--- config.mk ---
export PLATFORM = sky130hd
export DESIGN_NAME = shape_read
export DESIGN_NICKNAME = d
export VERILOG_FILES = /design/src/rtl/shape_read.sv
export SDC_FILE = /design/constraint.sdc
export NUM_CORES = 1
export LEC_CHECK = 0
export ABC_AREA = 0
export BUFFER_PORTS_ARGS = -buffer_cell sky130_fd_sc_hd__buf_2
export CAP_MARGIN = 40
export CORE_UTILIZATION = 55
export DETAILED_ROUTE_END_ITERATION = 16
export PLACE_DENSITY = 0.79
export SETUP_SLACK_MARGIN = 0.5
export SLEW_MARGIN = 20
export SYNTH_ARGS = -nofsm -noshare
export SYNTH_HDL_FRONTEND = slang
export SYNTH_SLANG_ARGS = --single-unit
--- constraint.sdc ---
create_clock -name clk -period 4.55 [get_ports clk]
set_input_delay 0.455 -clock clk [delete_from_list [all_inputs] [get_ports clk]]
set_output_delay 0.455 -clock clk [all_outputs]
set_load 0.03 [all_outputs]
--- src/rtl/shape_read.sv ---
// shape_read: walks shape records in RAM, reassembles five-word records and presents them on a valid/ready port.
// Latency: start -> first shape_valid in 7 cycles; handshake -> next shape_valid in 7 cycles.
// Backpressure: shape outputs hold while shape_ready is low; no reads are issued while stalled.
// Option SHAPE_READ_SKIP_EMPTY_EN: records whose ty is 0 are dropped without being presented.
module shape_read #(
    parameter int DATAB = 3,
    parameter int CORDW = 9,
    parameter int ADDRW = 20,
    parameter int DATAW = 12,
    parameter int NUMW  = DATAW
) (
    input  logic             clk,
    input  logic             rst_n,
    input  logic             start,
    input  logic [NUMW-1:0]  count,
    input  logic [ADDRW-1:0] ram_address_offset,
    output logic [ADDRW-1:0] ram_address,
    output logic             ram_enable,
    input  logic [DATAW-1:0] ram_data,
    output logic             busy,
    output logic             done,
    output logic             shape_valid,
    input  logic             shape_ready,
    output logic [NUMW-1:0]  shape_id,
    output logic [DATAW-1:0] ty,
    output logic [CORDW-1:0] x,
    output logic [CORDW-1:0] y,
    output logic [DATAW-1:0] size,
    output logic [DATAW-1:0] rotate
);
    typedef enum logic [1:0] {IDLE, ISSUE, CAPTURE, EMIT} state_t;
    localparam logic [2:0] LAST_WORD = 3'd4;

    state_t           state_q, state_d;
    logic [2:0]       ptr_q, ptr_d;
    logic [NUMW-1:0]  id_q, id_d, count_q, count_d;
    logic [ADDRW-1:0] offset_q, offset_d, addr_q, addr_d;
    logic             en_q, en_d, busy_q, busy_d, done_q, done_d, vld_q, vld_d;
    logic [DATAW-1:0] ty_q, ty_d, size_q, size_d, rot_q, rot_d;
    logic [CORDW-1:0] x_q, x_d, y_q, y_d;
    logic             last_rec;
    logic             advance;

    // Address arithmetic wraps modulo 2^ADDRW by construction.
    function automatic logic [ADDRW-1:0] rec_addr(input logic [NUMW-1:0] rid,
                                                  input logic [ADDRW-1:0] base,
                                                  input logic [2:0] word);
        return (ADDRW'(rid) << DATAB) + base + ADDRW'(word);
    endfunction

    assign last_rec = (id_q == count_q - 1'b1);

    always_comb begin
        state_d  = state_q;
        ptr_d    = ptr_q;
        id_d     = id_q;
        count_d  = count_q;
        offset_d = offset_q;
        addr_d   = addr_q;
        en_d     = 1'b0;
        done_d   = 1'b0;
        vld_d    = 1'b0;
        ty_d     = ty_q;
        x_d      = x_q;
        y_d      = y_q;
        size_d   = size_q;
        rot_d    = rot_q;
        advance  = 1'b0;
        case (state_q)
            IDLE: begin
                if (start) begin
                    count_d  = count;
                    offset_d = ram_address_offset;
                    id_d     = '0;
                    ptr_d    = '0;
                    if (count == '0) begin
                        done_d = 1'b1;
                    end else begin
                        state_d = ISSUE;
                        en_d    = 1'b1;
                        addr_d  = rec_addr('0, ram_address_offset, 3'd0);
                    end
                end
            end
            ISSUE: begin
                // Read data lags the issued word by one cycle.
                case (ptr_q)
                    3'd1:    ty_d   = ram_data;
                    3'd2:    x_d    = ram_data[CORDW-1:0];
                    3'd3:    y_d    = ram_data[CORDW-1:0];
                    3'd4:    size_d = ram_data;
                    default: ;
                endcase
                if (ptr_q == LAST_WORD) begin
                    state_d = CAPTURE;
                end else begin
                    ptr_d  = ptr_q + 3'd1;
                    en_d   = 1'b1;
                    addr_d = rec_addr(id_q, offset_q, ptr_q + 3'd1);
                end
            end
            CAPTURE: begin
                rot_d = ram_data;
`ifdef SHAPE_READ_SKIP_EMPTY_EN
                if (ty_q == '0) begin
                    advance = 1'b1;
                end else begin
                    state_d = EMIT;
                    vld_d   = 1'b1;
                end
`else
                state_d = EMIT;
                vld_d   = 1'b1;
`endif
            end
            EMIT: begin
                vld_d = 1'b1;
                if (shape_ready) begin
                    vld_d   = 1'b0;
                    advance = 1'b1;
                end
            end
            default: state_d = IDLE;
        endcase
        if (advance) begin
            if (last_rec) begin
                state_d = IDLE;
                done_d  = 1'b1;
            end else begin
                id_d    = id_q + 1'b1;
                ptr_d   = '0;
                state_d = ISSUE;
                en_d    = 1'b1;
                addr_d  = rec_addr(id_q + 1'b1, offset_q, 3'd0);
            end
        end
        busy_d = (state_d != IDLE);
    end

    always_ff @(posedge clk or negedge rst_n) begin
        if (!rst_n) begin
            state_q  <= IDLE;
            ptr_q    <= '0;
            id_q     <= '0;
            count_q  <= '0;
            offset_q <= '0;
            addr_q   <= '0;
            en_q     <= 1'b0;
            busy_q   <= 1'b0;
            done_q   <= 1'b0;
            vld_q    <= 1'b0;
            ty_q     <= '0;
            x_q      <= '0;
            y_q      <= '0;
            size_q   <= '0;
            rot_q    <= '0;
        end else begin
            state_q  <= state_d;
            ptr_q    <= ptr_d;
            id_q     <= id_d;
            count_q  <= count_d;
            offset_q <= offset_d;
            addr_q   <= addr_d;
            en_q     <= en_d;
            busy_q   <= busy_d;
            done_q   <= done_d;
            vld_q    <= vld_d;
            ty_q     <= ty_d;
            x_q      <= x_d;
            y_q      <= y_d;
            size_q   <= size_d;
            rot_q    <= rot_d;
        end
    end

    assign ram_address = addr_q;
    assign ram_enable  = en_q;
    assign busy        = busy_q;
    assign done        = done_q;
    assign shape_valid = vld_q;
    assign shape_id    = id_q;
    assign ty          = ty_q;
    assign x           = x_q;
    assign y           = y_q;
    assign size        = size_q;
    assign rotate      = rot_q;
endmodule

==> flow_summary.toml <==
[status]
outcome = "finished, final reports clean"

[cts]
tritoncts = "built"
clockRootBuffer = "clkbuf_16"
clk_pin_slew_worst_paths_ns = 0.07
h-tree-depth = 4
clock_latency_ns = 0.43
clock_sinks = 127
cts.path.max_buffers = 2
cts-buffers-inserted = 17

[flow_run]
cap_violations = 0

[critical_path]
cpMaxStageDelayCell = "o41ai_1"
worstRegToRegCells = 12
critical-path-top-delay-family = "compound AO/OA/AOI/OAI gates"
critical_path_required_ns = 4.90
slowest_delay_ns = 0.54
r2r_start = "shape_id[0]$_DFF_PN0_"
path_cells = "ha_1, nand3_1, nor2_1, xor2_1, ha_1, or4_1, o22ai_1, o21ai_0, o41ai_1, nor2_1, o221a_2, o211ai_1"
critPathKind = "flop to flop"
worst_setup_path_end_kind = "flop"
reg2reg_to = "ram_address[18]$_DFF_PN0_"
crit_end = "ram_address[18]$_DFF_PN0_"
start_kind = "flop"
path_max_fanout = 9
arrival_ns = 4.04
path_buf_inv = 0
cp.depth = 12
startpoint = "shape_id[0]$_DFF_PN0_"
rrSetupSlack_ns = 0.86

[logic_synthesis]
syn_area_mm2 = 0.007380
synth-edff-count = 0
ys.flop_type = "dfrtp_1"
async_flop_share_pct = 100.0
synthDistinctLibCells = 72
synth.avg_cell_area_um2 = 10.38
synth_nets = 795
ys_seq_area_share_pct = 43.07
yosys_warnings = 0
ys_ff_latch = 127
netlist_instances = 711

[placement]
portBuffers = 137
routabilityCongestion = 0.9579
detailed_place_hpwl_um = 14110
place_area_mm2 = 0.008192

[detailed_routing]
ant_nets = 0
vias = 6297
routed_wl_um = 19960
avgRoutedWirePerCell_um = 19.43
drt_iter0_drc = 491
drt_first_pass_iters = 5
route.detailed.drc = 0
viasPerCell = 6.131

[timing]
finalSetupTns_ns = 0
min_period_ns = 3.690
slew_headroom_pct = 48.49
tightest_slew_ns = 0.7656
rsz0062_at_grt = "no"
setup_viol = 0
holdWs_ns = 0.2735
drv_slew = 0
clock-skew-final_ns = 0.01008
fmax_mhz = 271.0
finalCritPeriodShare_pct = 81.10
hold_viol_final = 0

[global_routing]
grt_max_degree = 59
grt_pass1_wl_um = 32510
grt.total_usage_pct = 29.78
grt-ovfl-total = 0
grt_pass1_vias = 6336
antenna_found_initial = 1

[die]
core-area_mm2 = 0.01282
fp.dieW_um = 117.8
dieArea_mm2 = 0.01389
start_util_pct = 57.54
num_rows = 41
boundaryPins = 138
die_h_um = 117.8

[worst_hold_path]
min_path_type = "input pin to flop"

[final_layout]
stdcell_area_mm2 = 0.008803
nNetsFinal = 925
nFillCells = 953
syn_to_final_growth_pct = 19.29
drive_above_1_share_pct = 32.79

[power]
p_per_area_mw_per_mm2 = 816.7
max-vdd-ir-drop_v = 0.0004655
leakagePower_uw = 0.004118
[logic make-up after synthesis]
group                    Yosys count  share of synthesized area (%)
AO/OA/AOI/OAI                    149                          13.90
XOR/XNOR                          46                          5.459
adder cells (fa/ha/maj)           36                          6.307
buffers and inverters             56                          3.238
flip-flops                       127                          43.07
multiplexers                      95                          14.36
AND/OR/NAND/NOR                  202                          13.67
[state kept, by name (all words and copies together), names as in the netlist]
signal	count
offset_q	20
ram_address	20
count_q	12
rotate	12
shape_id	12
size	12
ty	12
x	9
y	9
ptr_q	3
state_q	2
busy	1
done	1
ram_enable	1
shape_valid	1
[placed cells by master, fill, tap and decap left out, drive strengths merged, types with 11 or more instances in the layout]
cell / count
o21ai: 30
mux2: 87
inv: 31
ha: 34
nor2: 51
nand2: 47
xor2: 17
a21oi: 33
xnor2: 29
clkbuf: 17
nand3: 31
buf: 144
nor4: 11
dfrtp: 127
[Yosys cell counts (3+ instances only)]
cell type    n  share of area [%]
a31oi_1      8               0.68
o211ai_1     3               0.31
inv_1       21                1.1
mux2_2      87                 13
a211oi_1     6               0.61
nor2_1      51                2.6
buf_1        3               0.15
o22ai_1      5               0.42
o41ai_1      3               0.36
a221oi_1     6               0.71
nand3_1     31                2.1
a31o_2       3               0.36
o31ai_1      5               0.51
xnor2_1     29                3.4
o31a_1       3               0.36
nor4_1      10               0.85
and2_1       4               0.34
a22oi_1      9               0.92
or3_1        4               0.34
o21bai_1     5               0.51
clkbuf_1    24                1.2
nand2b_1    10               0.85
o21ai_0     28                1.9
nor3b_1      4               0.41
nand2_1     46                2.3
nor2b_1      9               0.76
a21o_1       4               0.41
nor3_1       8               0.54
a21oi_1     32                2.2
or2_2        5               0.42
mux2i_1      8                1.1
xor2_1      17                2.0
buf_4        3               0.31
dfrtp_1    127                 43
and3_1       6               0.51
ha_1        34                5.8
[final cells by class]
cell class                 instances  area [um2]  share of cell area, %
multi-input combinational        528        3963                  45.01
tap                              172       215.2                  2.445
antenna                            1       2.502                0.02843
sequential                       127        3178                  36.10
clock buffer                      17       425.4                  4.832
clock inverter                    15       168.9                  1.919
inverter                          22       82.58                 0.9380
timing repair buffer             145       768.2                  8.727
[layer usage]
layer	track usage [%]	routed length, um
met5	0	0
met4	11.94	557
met3	6.783	1324
met2	48.42	9520
met1	38.42	8556
[what timing repair did]
item | in CTS | in global routing
hold buffers | 1 | 0
endpoints found under the setup margin | 0 | 0
gates resized for setup | 0 | 0
buffers inserted | 0 | 0
endpoints found under the hold margin | 18 | 0
[power breakdown]
group | leakage (uW) | switching, uW | internal, uW
sequential | 0.00154 | 500 | 1660
clock | 0.000284 | 579 | 781
combinational | 0.00230 | 2210 | 1460
total | 0.00412 | 3290 | 3900
[worst min-delay path by stage]
stage | to | cells after the start | start | slack [ns]
6_report | count_q[6]$_DFFE_PN0P_ | 2 | count[6] | 0.27
5_1_grt | count_q[6]$_DFFE_PN0P_ | 2 | count[6] | 0.27
4_1_cts | count_q[6]$_DFFE_PN0P_ | 2 | count[6] | 0.26
3_5_place_dp | count_q[6]$_DFFE_PN0P_ | 1 | rst_n | 0.35
3_3_place_gp | rotate[9]$_DFFE_PN0P_ | 1 | rotate[9]$_DFFE_PN0P_ | 0.48
2_1_floorplan | busy$_DFF_PN0_ | 0 | rst_n | 0.16
[worst reg2reg max path, stage by stage, from the launching register on]
cell	delay (ns)
dfrtp_1	0.51
ha_1	0.29
nand3_1	0.16
nor2_1	0.29
xor2_1	0.11
ha_1	0.25
or4_1	0.48
o22ai_1	0.26
o21ai_0	0.24
o41ai_1	0.54
nor2_1	0.08
o221a_2	0.26
o211ai_1	0.15
[per-stage QoR]
step	total power [uW]	util [%]	cells	worst slack [ns]
global placement	5605	63.60	990	1.085
CTS	7157	68.59	1025	0.9136
finish	7189	68.64	1027	0.8600
global route	7583	68.64	1027	0.6140
floorplan	4730	-	711	1.190
detailed placement	5749	63.87	992	0.9385
(Power assumes the default switching activity.)
